## config.mk

```make
export PLATFORM = sky130hd
export DESIGN_NAME = mips_alu_flat
export DESIGN_NICKNAME = d
export VERILOG_FILES = /design/src/rtl/alu_pkg.sv /design/src/rtl/mips_alu_if.sv /design/src/rtl/alu_addsub.sv /design/src/rtl/mips_alu.sv /design/src/flat_wrapper.sv
export SDC_FILE = /design/constraint.sdc
export NUM_CORES = 1
export LEC_CHECK = 0
export BUFFER_PORTS_ARGS = -buffer_cell sky130_fd_sc_hd__buf_2
export CAP_MARGIN = 20
export CORE_MARGIN = 4
export CORE_UTILIZATION = 55
export CTS_BUF_LIST = sky130_fd_sc_hd__clkbuf_2
export DETAILED_ROUTE_END_ITERATION = 12
export PLACE_DENSITY = 0.86
export SETUP_SLACK_MARGIN = 0.4
export SYNTH_ARGS = -nofsm -noshare
export SYNTH_HDL_FRONTEND = slang
export SYNTH_SLANG_ARGS = --single-unit
```

## constraint.sdc

```tcl
create_clock -name clk -period 0.86 [get_ports clk]
set_input_delay 0.086 -clock clk [delete_from_list [all_inputs] [get_ports clk]]
set_output_delay 0.086 -clock clk [all_outputs]
set_load 0.05 [all_outputs]
```

## src/rtl/alu_pkg.sv

```systemverilog
// Opcode groups and op codes shared by the ALU datapath and its sub-modules.
package alu_pkg;

    localparam int unsigned WIDTH = 32;
    localparam int unsigned SH_W  = 5;

    localparam logic [1:0] GRP_ARITH = 2'b00;
    localparam logic [1:0] GRP_LOGIC = 2'b01;
    localparam logic [1:0] GRP_SHIFT = 2'b10;
    localparam logic [1:0] GRP_CMP   = 2'b11;

    localparam logic [3:0] OP_ADD  = 4'b0000;
    localparam logic [3:0] OP_SUB  = 4'b0001;

    localparam logic [3:0] OP_AND  = 4'b1000;
    localparam logic [3:0] OP_OR   = 4'b1110;
    localparam logic [3:0] OP_XOR  = 4'b0110;
    localparam logic [3:0] OP_NOR  = 4'b0001;
    localparam logic [3:0] OP_MOVE = 4'b1010;

    localparam logic [3:0] OP_SLL  = 4'b0000;
    localparam logic [3:0] OP_SRL  = 4'b0001;
    localparam logic [3:0] OP_ROTR = 4'b0010;
    localparam logic [3:0] OP_SRA  = 4'b0011;

    localparam logic [3:0] OP_EQ   = 4'b0011;
    localparam logic [3:0] OP_NEQ  = 4'b0001;
    localparam logic [3:0] OP_LT   = 4'b0101;
    localparam logic [3:0] OP_LEZ  = 4'b1101;
    localparam logic [3:0] OP_LTZ  = 4'b1011;
    localparam logic [3:0] OP_GTZ  = 4'b1111;

endpackage

```

## src/rtl/mips_alu_if.sv

```systemverilog
// Operand/result bundle between the datapath (master) and the ALU (slave).
interface mips_alu_if;
    import alu_pkg::*;

    logic [WIDTH-1:0] A;
    logic [WIDTH-1:0] B;
    logic [5:0]       ALUFun;
    logic             Sign;
    logic [WIDTH-1:0] Z;
    logic             Zero;
    logic             Overflow;
    logic             Negative;

    modport master (output A, B, ALUFun, Sign, input Z, Zero, Overflow, Negative);
    modport slave  (input A, B, ALUFun, Sign, output Z, Zero, Overflow, Negative);
endinterface

```

## src/rtl/alu_addsub.sv

```systemverilog
// Combinational A+B / A-B with zero, overflow and negative flag generation.
module alu_addsub
    import alu_pkg::*;
(
    input  logic [WIDTH-1:0] a_i,
    input  logic [WIDTH-1:0] b_i,
    input  logic             sub_i,
    input  logic             sign_i,
    output logic [WIDTH-1:0] sum_o,
    output logic             zero_o,
    output logic             overflow_o,
    output logic             negative_o
);

    logic [WIDTH-1:0] b_eff;
    logic [WIDTH:0]   sum_w;
    logic             carry_w;
    logic             ovf_s_w;

    assign b_eff   = sub_i ? ~b_i : b_i;
    assign sum_w   = {1'b0, a_i} + {1'b0, b_eff} + (WIDTH+1)'(sub_i);
    assign carry_w = sum_w[WIDTH];
    assign sum_o   = sum_w[WIDTH-1:0];

    // Signed overflow: same effective operand signs, result sign differs.
    assign ovf_s_w = (a_i[WIDTH-1] == b_eff[WIDTH-1]) && (sum_w[WIDTH-1] != a_i[WIDTH-1]);

    assign zero_o     = (sum_w[WIDTH-1:0] == '0);
    assign overflow_o = sign_i ? ovf_s_w : (sub_i ? ~carry_w : carry_w);
    assign negative_o = sign_i ? (sum_w[WIDTH-1] ^ ovf_s_w) : (sub_i & ~carry_w);

endmodule

```

## src/rtl/mips_alu.sv

```systemverilog
// 32-bit MIPS-style ALU with a single output register stage.
// Define ALU_ROTATE_EN to enable rotate-right on ALUFun=10_0010.
module mips_alu
    import alu_pkg::*;
(
    input  logic       clk,
    input  logic       reset,
    mips_alu_if.slave  bus
);

    logic [WIDTH-1:0] sum_w;
    logic             zero_w;
    logic             ovf_w;
    logic             neg_w;

    logic [SH_W-1:0]  sh_w;
    logic [WIDTH-1:0] logic_w;
    logic [WIDTH-1:0] shift_w;
    logic             cond_w;
    logic             a_zero_w;
    logic             a_neg_w;

    logic [WIDTH-1:0] z_d, z_q;
    logic             zero_q, ovf_q, neg_q;

    alu_addsub u_addsub (
        .a_i        (bus.A),
        .b_i        (bus.B),
        .sub_i      (bus.ALUFun[0]),
        .sign_i     (bus.Sign),
        .sum_o      (sum_w),
        .zero_o     (zero_w),
        .overflow_o (ovf_w),
        .negative_o (neg_w)
    );

    assign sh_w     = bus.A[SH_W-1:0];
    assign a_zero_w = (bus.A == '0);
    assign a_neg_w  = bus.Sign & bus.A[WIDTH-1];

`ifdef ALU_ROTATE_EN
    logic [2*WIDTH-1:0] rot_w;
    assign rot_w = {bus.B, bus.B} >> sh_w;
`endif

    always_comb begin
        logic_w = '0;
        case (bus.ALUFun[3:0])
            OP_AND:  logic_w = bus.A & bus.B;
            OP_OR:   logic_w = bus.A | bus.B;
            OP_XOR:  logic_w = bus.A ^ bus.B;
            OP_NOR:  logic_w = ~(bus.A | bus.B);
            OP_MOVE: logic_w = bus.A;
            default: logic_w = '0;
        endcase
    end

    always_comb begin
        shift_w = '0;
        case (bus.ALUFun[3:0])
            OP_SLL:  shift_w = bus.B << sh_w;
            OP_SRL:  shift_w = bus.B >> sh_w;
            OP_SRA:  shift_w = WIDTH'($signed(bus.B) >>> sh_w);
`ifdef ALU_ROTATE_EN
            OP_ROTR: shift_w = rot_w[WIDTH-1:0];
`endif
            default: shift_w = '0;
        endcase
    end

    // Compare condition is chosen by ALUFun[3:1]; the adder is always subtracting here.
    always_comb begin
        cond_w = 1'b0;
        case (bus.ALUFun[3:1])
            OP_EQ[3:1]:  cond_w = zero_w;
            OP_NEQ[3:1]: cond_w = ~zero_w;
            OP_LT[3:1]:  cond_w = neg_w;
            OP_LEZ[3:1]: cond_w = a_zero_w | a_neg_w;
            OP_LTZ[3:1]: cond_w = a_neg_w;
            OP_GTZ[3:1]: cond_w = ~a_zero_w & ~a_neg_w;
            default:     cond_w = 1'b0;
        endcase
    end

    always_comb begin
        z_d = '0;
        case (bus.ALUFun[5:4])
            GRP_ARITH: z_d = sum_w;
            GRP_LOGIC: z_d = logic_w;
            GRP_SHIFT: z_d = shift_w;
            GRP_CMP:   z_d = {(WIDTH-1)'(0), cond_w};
            default:   z_d = '0;
        endcase
    end

    always_ff @(posedge clk or posedge reset) begin
        if (reset) begin
            z_q    <= '0;
            zero_q <= 1'b0;
            ovf_q  <= 1'b0;
            neg_q  <= 1'b0;
        end else begin
            z_q    <= z_d;
            zero_q <= zero_w;
            ovf_q  <= ovf_w;
            neg_q  <= neg_w;
        end
    end

    assign bus.Z        = z_q;
    assign bus.Zero     = zero_q;
    assign bus.Overflow = ovf_q;
    assign bus.Negative = neg_q;

endmodule

```

## src/flat_wrapper.sv

```systemverilog
// flat-port wrapper written by rule: the top's interface ports become plain ports
module mips_alu_flat import alu_pkg::*;
  (clk, reset, bus_A, bus_B, bus_ALUFun, bus_Sign, bus_Z, bus_Zero, bus_Overflow, bus_Negative);
  mips_alu_if bus_i ();
  input  logic clk;
  input  logic reset;
  input wire logic [$bits(bus_i.A)-1:0] bus_A;
  input wire logic [$bits(bus_i.B)-1:0] bus_B;
  input wire logic [$bits(bus_i.ALUFun)-1:0] bus_ALUFun;
  input wire logic [$bits(bus_i.Sign)-1:0] bus_Sign;
  output wire logic [$bits(bus_i.Z)-1:0] bus_Z;
  output wire logic [$bits(bus_i.Zero)-1:0] bus_Zero;
  output wire logic [$bits(bus_i.Overflow)-1:0] bus_Overflow;
  output wire logic [$bits(bus_i.Negative)-1:0] bus_Negative;
  assign bus_i.A = bus_A;
  assign bus_i.B = bus_B;
  assign bus_i.ALUFun = bus_ALUFun;
  assign bus_i.Sign = bus_Sign;
  assign bus_Z = bus_i.Z;
  assign bus_Zero = bus_i.Zero;
  assign bus_Overflow = bus_i.Overflow;
  assign bus_Negative = bus_i.Negative;
  mips_alu u_core (.clk(clk), .reset(reset), .bus(bus_i));
endmodule
```

==> metrics.txt, run 1 <==
Initial Utilization between 50 and 60%; syn_nets 1458; Root Driver clkbuf_2; Die H about 140 um; vias in the first global route around 18k; Commonest cells post-synth nor2_1, a21oi_1, nand2_1, o21ai_0, ha_1; H-tree levels 2; die width about 140 um; gr ovfl total 429; CTS Buf Count 5; most common cell in the netlist nor2_1; Synth Cell Area between 9000 and 10000 um2; port buffer count 107; row cnt 47; Stop Error [ERROR GRT-0116] Global routing finished with congestion. Check the congestion regions in the DRC Viewer.; Global Route Usage Sum 80.6%; CTS Buffer Depth 2; top post-synthesis cells by area ha_1, dfrtp_1, mux2i_1; Post-Syn Instances 1285; post-synth top area share 13.4%; global-route wire length before repair 114000 um; clock sinks 35; ys flop type dfrtp_1; outcome aborted with a tool error; placed cell areas 12900 um2; HPWL after DPL 36900 um; number of synthesized flops with an enable pin 0; Halt Stage global routing (5_1_grt); Yosys top cell by area ha_1; I/O pin count 108; GP Congestion 1.23; largest net degree at the start of global routing 75; Ys Warns 0; Avg Inst Size Synth 7.17 um2; post-synthesis sequential area ratio under 10%; Seq cells post-synth 35; unique cell type count in the Yosys netlist 90; async set-reset flop share out of synthesis between 90% and 100%
==> routing by layer <==
| layer | global-route usage (%) | overflow |
|---|---|---|
| met2 | 99.1 | 264 |
| met5 | 25.8 | 1 |
| met4 | 92.0 | 159 |
| met1 | 75.5 | 4 |
| met3 | 63.8 | 1 |
==> cell families after synthesis <==
logic type / share of synthesized area (%)
AOI/OAI and AO/OA: 32.7
xor gates and xnor gates: 5.42
adders and majority gates: 13.7
buffers and inverters: 7.87
DFF: 9.50
muxes: 12.0
and+or+nand+nor: 18.8
==> metrics by stage <==
| step | setup WS (ns) | setup TNS (ns) | util [%] | hold WS [ns] | std cells |
|---|---|---|---|---|---|
| after CTS | -2.10 | -53.34 | 89.6 | -0.291 | 1975 |
| after floorplan | -2.37 | -48.27 | - | 0.0319 | 1285 |
| after detailed placement | -2.97 | -76.83 | 78.0 | 0.128 | 1916 |
| after global placement | -2.66 | -71.79 | 78.0 | 0.125 | 1916 |
==> repair_timing <==
item / CTS
setup buffers: 46
hold endpoints to repair: 35
pin swaps: 93
cloned: 5
resized for setup: 311
endpoints found under the setup margin: 70
==> inputs of run 2 (changes only) <==
- CORE_UTILIZATION: 55 -> 40
- CTS_BUF_LIST: sky130_fd_sc_hd__clkbuf_2 -> default
- PLACE_DENSITY: 0.86 -> default
- PLACE_DENSITY_LB_ADDON: default -> 0.15
- SETUP_SLACK_MARGIN: 0.4 -> default
- clock period: 0.86 -> 1.1 ns (I/O delays scaled with it)
==> run 2 against run 1 <==
  * The flow now finishes, with violations (negative setup slack)
  * Synthesized area is the same
  * Synthesized cell count is the same
==> metrics.txt, run 2 <==
unique cell type count in the Yosys netlist 90; Initial Utilization 40.7%; port buffer count around 110; Iter 0 DRT Violations 1687; cell count after placement approximately 2.0k; Root Driver clkbuf_16; ys flop type dfrtp_1; fin crit period 3.14 ns; die area approximately 26000 um2; RSZ-0062 raised after global routing true; Leak 7.34 nW; WL per Instance 23.8 um; peak supply drop 0.774 mV; largest net degree at the start of global routing 75; slowest stage cell on the critical path and4bb_2; vias post-DR 12.8k; 1st-pass router iterations 7; final setup violation count 35; Area Growth Syn to Fin 70.0%; startpoint types primary input; CP max FO 5; placed cell areas 13300 um2; GP Congestion 1.03; top post-synthesis cells by area ha_1, dfrtp_1, mux2i_1; outcome finished with violations; Post-Syn Instances 1285; critical path cell sequence buf_16, buf_8, xor2_1, ha_1, buf_6, nand4_1, buf_4, nor3_4, nor4_2, xor2_1, nand4_1, nor4b_2, nand4_1, and4bb_2, a31oi_1, o31a_1; Synth Cell Area 9220 um2; Die H 160 um; Yosys top cell by area ha_1; hold path depth 3; H-tree levels 2; max reg flops 32; row cnt 55; HPWL after DPL 38000 um; most frequent cells in the layout buf_4, nor2_1, buf_2; final hold viol count 0; Finished Layout Cells 2093; post-synthesis sequential area ratio 9.50%; CTS Buffer Depth 2; most common cell in the netlist nor2_1; critical path's largest stage delay about 0.39 ns; clock sinks 35; DR vias/cell 6.12; clk slew on worst S/H paths 0.05 ns; syn_nets 1458; Seq cells post-synth 35; commonest non-fill, non-tap cell in the layout buf_4; share of cells above drive strength 1 between 40% and 50%; Final Net Count 1980; post-synth top area share 13.4%; Commonest cells post-synth nor2_1, a21oi_1, nand2_1, o21ai_0, ha_1; Crit path top cell by count nand4_1; CP Class in2reg; Ys Warns 0; DRT Wirelength approximately 50000 um; I/O pin count 108; number of synthesized flops with an enable pin 0; Global Route Usage Sum 36.3%; async set-reset flop share out of synthesis 100%; Hold Worst Slack 0.154 ns; Core Region 22600 um2; vias in the first global route 11.9k; global-route wire length before repair 72400 um; final instance area about 16000 um2; CTS tree yes; Crit. Startpoint bus_ALUFun[0]; pwr/cell area 817 nW/um2; Crit path required time 1.25 ns; Worst EP arrival between 3 and 4 ns; initial antenna violation count 1; Avg Inst Size Synth ~7.2 um2; Final ANT Viol Nets 0; dpl ws -2.72 ns; Setup crit end kind flip-flop; die width 160 um; min-delay src bus_Sign; Worst Tran Pin Value about 0.85 ns; Fillers 1865; max-slew violations 0; CTS Buf Count 5; Slew Limit Headroom 42.9%; Final WS setup -2.04 ns; Max Cap Violations 0; HP Class in2reg; Hold Crit Endpoint u_core.bus.Overflow; gr ovfl total 0; Fmax roughly 0.32 GHz; failing checks negative setup slack; fin crit share 285%; DRC viols 0; Final Util 69.2%
-- run 2: how the worst max path moves through the flow --
| stage | end | slack [ns] | cells past startpoint |
|---|---|---|---|
| final | u_core.bus.Z[0] | -2.04 | 16 |
| after global routing | u_core.bus.Z[0] | -2.17 | 17 |
| after CTS | u_core.bus.Z[0] | -2.01 | 17 |
| after detailed placement | u_core.bus.Z[0] | -2.72 | 15 |
| after global placement | u_core.bus.Z[0] | -2.59 | 15 |
| after floorplan | u_core.bus.Z[0] | -2.16 | 17 |
-- run 2: final cells by class --
cell class / instances / area [um2] / share of cell area (%)
Antenna cell: 1 / 2.50 / 0.0160
Clock buffer: 6 / 139 / 0.887
Clock inverter: 1 / 5.00 / 0.0319
Inverter: 79 / 300 / 1.92
Multi-Input combinational cell: 1076 / 9100 / 58.1
Sequential cell: 35 / 876 / 5.59
Tap cell: 285 / 357 / 2.28
Timing Repair Buffer: 610 / 4890 / 31.2
-- run 2: per-layer routing --
layer / global-route usage [%] / up-vias / wire length, um
met5: 0 / - / 0
met4: 16.9 / 0 / 3200
met3: 3.90 / 164 / 5020
met2: 55.9 / 789 / 21200
met1: 51.0 / 6027 / 20300
li1: - / 5822 / -
-- run 2: critical path, delay by kind of cell --
kind / cells / cell delay (ns)
AND/OR/NAND/NOR: 7 / 1.50
buffers and inverters: 4 / 0.54
XOR/XNOR: 2 / 0.45
AO/OA/AOI/OAI: 2 / 0.35
adder cells (fa/ha/maj): 1 / 0.30
-- run 2: cell families after synthesis --
kind of cell | count (synthesis) | share of synthesized area [%]
compound gates | 452 | 32.7
buf+inv | 174 | 7.87
mux | 93 | 12.0
xor+xnor | 57 | 5.42
fa+ha+maj | 100 | 13.7
flops | 35 | 9.50
simple gates | 374 | 18.8
-- run 2: report_power, final --
group	internal (mW)	switching (mW)
clock network	0.879	0.447
registers	1.43	0.0260
logic	4.53	5.48
total	6.84	5.96
-- run 2: per-stage QoR --
stage	total power, mW	TNS, ns
2_1_floorplan	5.67	-40.64
3_3_place_gp	9.45	-65.79
3_5_place_dp	9.49	-66.71
4_1_cts	11.9	-44.15
5_1_grt	13.4	-49.69
6_report	12.8	-47.52
-- run 2: repair_timing --
action	4_1_cts	5_1_grt
pin swaps	93	93
gates cloned	8	1
endpoints found under the setup margin	35	35
setup buffers	41	22
hold endpoints to repair	35	0
hold buffers	1	0
gates resized for setup	257	119
(Power assumes the default switching activity.)
==> inputs of run 3 (changes only) <==
- PLACE_DENSITY_LB_ADDON: 0.15 -> default
==> run 3 against run 2 <==
  * First-iteration DRC count increased by 4.9%
  * Worst hold slack improved by 0.027 ns
  * Setup slack got worse by 0.20 ns
  * Cell count decreased by 0.24%
  * Cell area increased by 0.87%
  * Core utilization increased by 0.60 points
  * Non-clock buffer count decreased by 5
  * Clock power about the same
  * Combinational power about the same
  * Highest routed layer unchanged
  * Wire length decreased by 1.5%
  * The flow still finishes with violations (negative setup slack)
  * Clock-buffer cell count unchanged
  * Sequential share of layout area about the same
==> metrics.txt, run 3 (synthesis gave the netlist of run 2 again) <==
outcome finished with violations; failing checks negative setup slack; peak supply drop 0.711 mV; CP top delay family compound AO/OA/AOI/OAI gates; vias post-DR about 13k; vias in the first global route between 10k and 15k; fin crit period around 3.3 ns; CP max FO 6; Crit path required time approximately 1.3 ns; DRC viols 0; HPWL after DPL around 37000 um; dpl ws -2.66 ns; Max Cap Violations 0; largest net degree at the start of global routing 75; 1st-pass router iterations 6; final hold viol count 0; CTS Buffer Depth 2; Fmax between 0.2 and 0.3 GHz; share of cells above drive strength 1 48.8%; Slew Limit Headroom a little under three fifths; gr ovfl total 0; HP Class in2reg; max-slew violations 0; Worst Tran Pin Value about 0.64 ns; most frequent cells in the layout buf_4, nand2_1, nor2_1; global-route wire length before repair ~72000 um; Final Net Count 1975; initial antenna violation count 0; slowest stage cell on the critical path a311oi_2; pwr/cell area between 800 and 900 nW/um2; clock sinks 35; critical path cell sequence buf_16, buf_6, xor2_1, ha_2, o211ai_1, o21ai_4, a311oi_2, a21oi_2, a311oi_2, a21oi_2, buf_4, buf_6, xnor2_4, and4bb_2, and4_2, o31a_1; placed cell areas 13100 um2; Crit. Startpoint bus_ALUFun[0]; CTS tree yes; Hold Worst Slack 0.181 ns; die area around 26000 um2; WP depth 16; commonest non-fill, non-tap cell in the layout buf_4; Worst EP arrival 3.49 ns; GRT Max-Usage Layer met2; CTS Buf Count 5; CP Class in2reg; critical path's largest stage delay 0.40 ns; Iter 0 DRT Violations between 1.5k and 2k; DR vias/cell 6.24; Leak approximately 7.3 nW; fin crit share 304%; max reg flops 32; Worst Setup EP u_core.bus.Z[0]; Area Growth Syn to Fin 71.5%; RSZ-0062 raised after global routing true; met1 Use GR 46.5%; H-tree levels 2; GR Layer Usage met2 54.8%; startpoint types primary input; port buffer count 107; Final ANT Viol Nets 0; WL per Instance 23.5 um; GP Congestion 1.09; row cnt 55; I/O pin count roughly 110; Setup crit end kind flip-flop; Die H 160 um; met3 Use GR under 10%; Setup TNS -49.95 ns; final setup violation count 35; die width 160 um; Global Route Usage Sum 35.6%; clk slew on worst S/H paths 0.05 ns; Final WS setup -2.24 ns; Root Driver clkbuf_16; Initial Utilization 40.7%; final instance area between 15000 and 20000 um2; Core Region 22600 um2; DRT Wirelength 49100 um; Buf/Inv on CP 4
==> run 3: cell count changes in the layout (fill, tap and decap cells not counted), moves of 8 or more <==
| cell | delta |
|---|---|
| buf_4 | -24 |
| buf_6 | +19 |
| a21oi_1 | +10 |
| nor2_4 | +10 |
| a21oi_2 | -9 |
| nor2_1 | -8 |
| o21ai_2 | -8 |
==> run 3: worst min-delay path by stage <==
stage	startpoint	end	slack [ns]	cells after the start
after floorplan	bus_Sign	u_core.bus.Overflow	0.20	1
after global placement	reset	u_core.bus.Negative	0.21	3
after detailed placement	reset	u_core.bus.Zero	0.22	3
after CTS	bus_Sign	u_core.bus.Overflow	0.17	3
after global routing	bus_Sign	u_core.bus.Overflow	0.18	3
final	bus_Sign	u_core.bus.Overflow	0.18	3
==> run 3: repair_timing <==
item	4_1_cts	5_1_grt
buffers inserted	46	40
endpoints found under the setup margin	35	35
gates resized for setup	246	172
hold buffers	1	0
endpoints found under the hold margin	35	0
pin swaps	96	93
gates cloned	8	1
==> run 3: through the flow <==
step	power (mW)	instances	utilization (%)
floorplan	5.67	1285	-
global placement	9.19	2004	57.6
detailed placement	9.28	2004	57.6
CTS	11.8	2058	65.4
global route	13.5	2087	69.8
finish	12.9	2088	69.8
==> run 3: power by group <==
part | internal, mW | switching [mW]
clock | 0.879 | 0.435
combinational | 4.64 | 5.51
sequential | 1.43 | 0.0286
==> run 3: tightest hold or removal path, delay by kind of cell <==
kind / cells / cell delay (ns)
compound gates: 1 / 0.05
buf+inv: 2 / 0.25
==> run 3: final cells by class <==
cell class	count	area [um2]
antenna	1	2.50
clock buffer	6	139
clock inverter	1	5.00
fill	1714	6840
inverter	79	300
multi-input combinational	1076	9210
sequential	35	876
tap	285	357
timing repair buffer	605	4910
==> run 3: metal layers <==
layer / share of wire (%) / routed length [um] / up-vias
li1: - / - / 5835
met1: 39 / 19200 / 6200
met2: 43 / 21200 / 825
met3: 10 / 5020 / 179
met4: 7.3 / 3570 / 0
met5: 0 / 0 / -
==> inputs of run 4 (changes only) <==
- CORE_UTILIZATION: 40 -> 45
==> run 4 against run 3 <==
  * The run still ends with negative setup slack left
  * Largest cell class unchanged
  * Critical path type unchanged
  * Sequential cell count unchanged
  * Sequential share of layout area up 0.089 points
  * Clock power is 23% higher
  * Sequential power about the same
  * Critical path depth is 1 higher
  * Non-clock buffer count is 9 lower
  * Core utilization is 7.3 points higher
  * Combinational power hardly changed
==> metrics.txt, run 4 (synthesis gave the netlist of run 2 again) <==
outcome finished with violations; failing checks negative setup slack; Fmax 0.313 GHz; Die H 151 um; RSZ-0062 raised after global routing true; hold path depth 3; share of cells above drive strength 1 48.6%; port buffer count 107; Max Cap Violations 0; vias post-DR 12.9k; WL per Instance roughly 24 um; initial antenna violation count 1; 1st-pass router iterations 9; final hold viol count 0; Area Growth Syn to Fin 68.8%; Hold Crit Endpoint u_core.bus.Overflow; power share of the clock group between 10% and 20%; Final Net Count 1966; row cnt 52; final setup violation count 35; Crit path required time 1.25 ns; Core Region just over 20000 um2; max-slew violations 0; Global Route Usage Sum 41.0%; largest net degree at the start of global routing 44; global-route wire length before repair 71000 um; gr ovfl total 0; sequential power share 11.0%; Comb power frac 76.9%; commonest non-fill, non-tap cell in the layout buf_4; Setup crit end kind flip-flop; DRC viols 0; DR vias/cell 6.23; fin crit period 3.19 ns; Crit. Startpoint bus_ALUFun[0]; DRT Wirelength 49400 um; clk slew on worst S/H paths 0.06 ns; pwr/cell area 855 nW/um2; max reg flops 32; Root Driver clkbuf_16; clock sinks 35; Sw Share 45.7%; Initial Utilization 45.7%; vias in the first global route 12.0k; Slew Limit Headroom 57.3%; peak supply drop 0.607 mV; die area 22800 um2; startpoint types primary input; HPWL after DPL 37100 um; I/O pin count 108; total power around 13 mW; GP Congestion 1.01; multi-input logic area 9080 um2; sw power approximately 6.1 mW; die width between 150 and 200 um; Sequential Area 876 um2; fin crit share 290%; Final Util roughly 77%; Iter 0 DRT Violations 1549; H-tree levels 2; CP max FO 6; CTS Buffer Depth 2; final instance area between 15000 and 20000 um2; most frequent cells in the layout buf_4, nor2_1, nand2_1; CP Class in2reg; CTS Buf Count 5; Fillers 1463; Worst Tran Pin Value 0.635 ns; Leak 7.30 nW; Final WS setup -2.09 ns; min-delay src bus_Sign; Final ANT Viol Nets 0; HP Class in2reg; Worst EP arrival 3.34 ns; Internal slightly above 7 mW; CTS tree yes; placed cell areas 13200 um2
[run 4: cell types whose count changed in the layout (fill, tap and decap cells not counted), sizes merged]
cell    before  now
bufinv       0    1
bufbuf       2    3
buf        601  591
[run 4: layout make-up]
type | instances | area share (%)
multi-input cells | 1076 | 58.4
flip-flops and latches | 35 | 5.63
clock buffers | 6 | 0.893
well taps | 270 | 2.17
repair buffers | 596 | 30.7
diodes | 1 | 0.0161
inverters | 79 | 1.93
clock inverters | 2 | 0.225
[run 4: routing by layer]
metal,vias up,track usage [%],part of all wire [%]
met5,-,0,0
met2,891,61.6,42
met1,6007,56.9,39
met3,173,7.18,12
met4,0,19.2,6.2
li1,5804,-,-
[run 4: critical path, stage by stage]
cell and delay, ns:
buf_12 0.13, buf_12 0.13, xor2_1 0.15, ha_2 0.31, buf_4 0.13, nand4_1 0.16
o22ai_4 0.12, buf_6 0.13, o31ai_4 0.30, nand2_2 0.17, a41oi_2 0.23, xor2_1 0.24
buf_4 0.18, nand4_1 0.12, and4bb_2 0.37, a31oi_1 0.09, o31a_1 0.27
[run 4: worst max-delay path by stage]
stage,cells past startpoint,endpoint
after floorplan,17,u_core.bus.Z[0]
after global placement,14,u_core.bus.Z[0]
after detailed placement,14,u_core.bus.Z[0]
after CTS,14,u_core.bus.Z[0]
after global routing,16,u_core.bus.Z[0]
final,17,u_core.bus.Z[0]
[run 4: power groups by stage]
stage	Clock, mW	Sequential [mW]	Combinational, mW
floorplan	0	1.99	3.68
global placement	0	1.47	7.87
detailed placement	0	1.48	7.95
CTS	1.64	1.46	9.23
global route	1.68	1.47	10.7
finish	1.61	1.46	10.2
[run 4: stage by stage]
step | worst slack, ns | hold slack (ns) | TNS [ns] | std cells
after detailed placement | -2.54 | 0.206 | -65.68 | 1993
after floorplan | -2.16 | 0.200 | -40.64 | 1285
after global routing | -2.23 | 0.176 | -47.51 | 2064
after global placement | -2.44 | 0.205 | -64.90 | 1993
after CTS | -1.95 | 0.167 | -41.99 | 2043
final | -2.09 | 0.176 | -45.10 | 2065
[run 4: what timing repair did]
action | 4_1_cts | 5_1_grt
hold buffers | 1 | 0
setup endpoints to repair | 35 | 35
endpoints found under the hold margin | 35 | 0
gates resized for setup | 234 | 119
gates cloned | 6 | 1
setup buffers | 40 | 26
pin swaps | 85 | 77
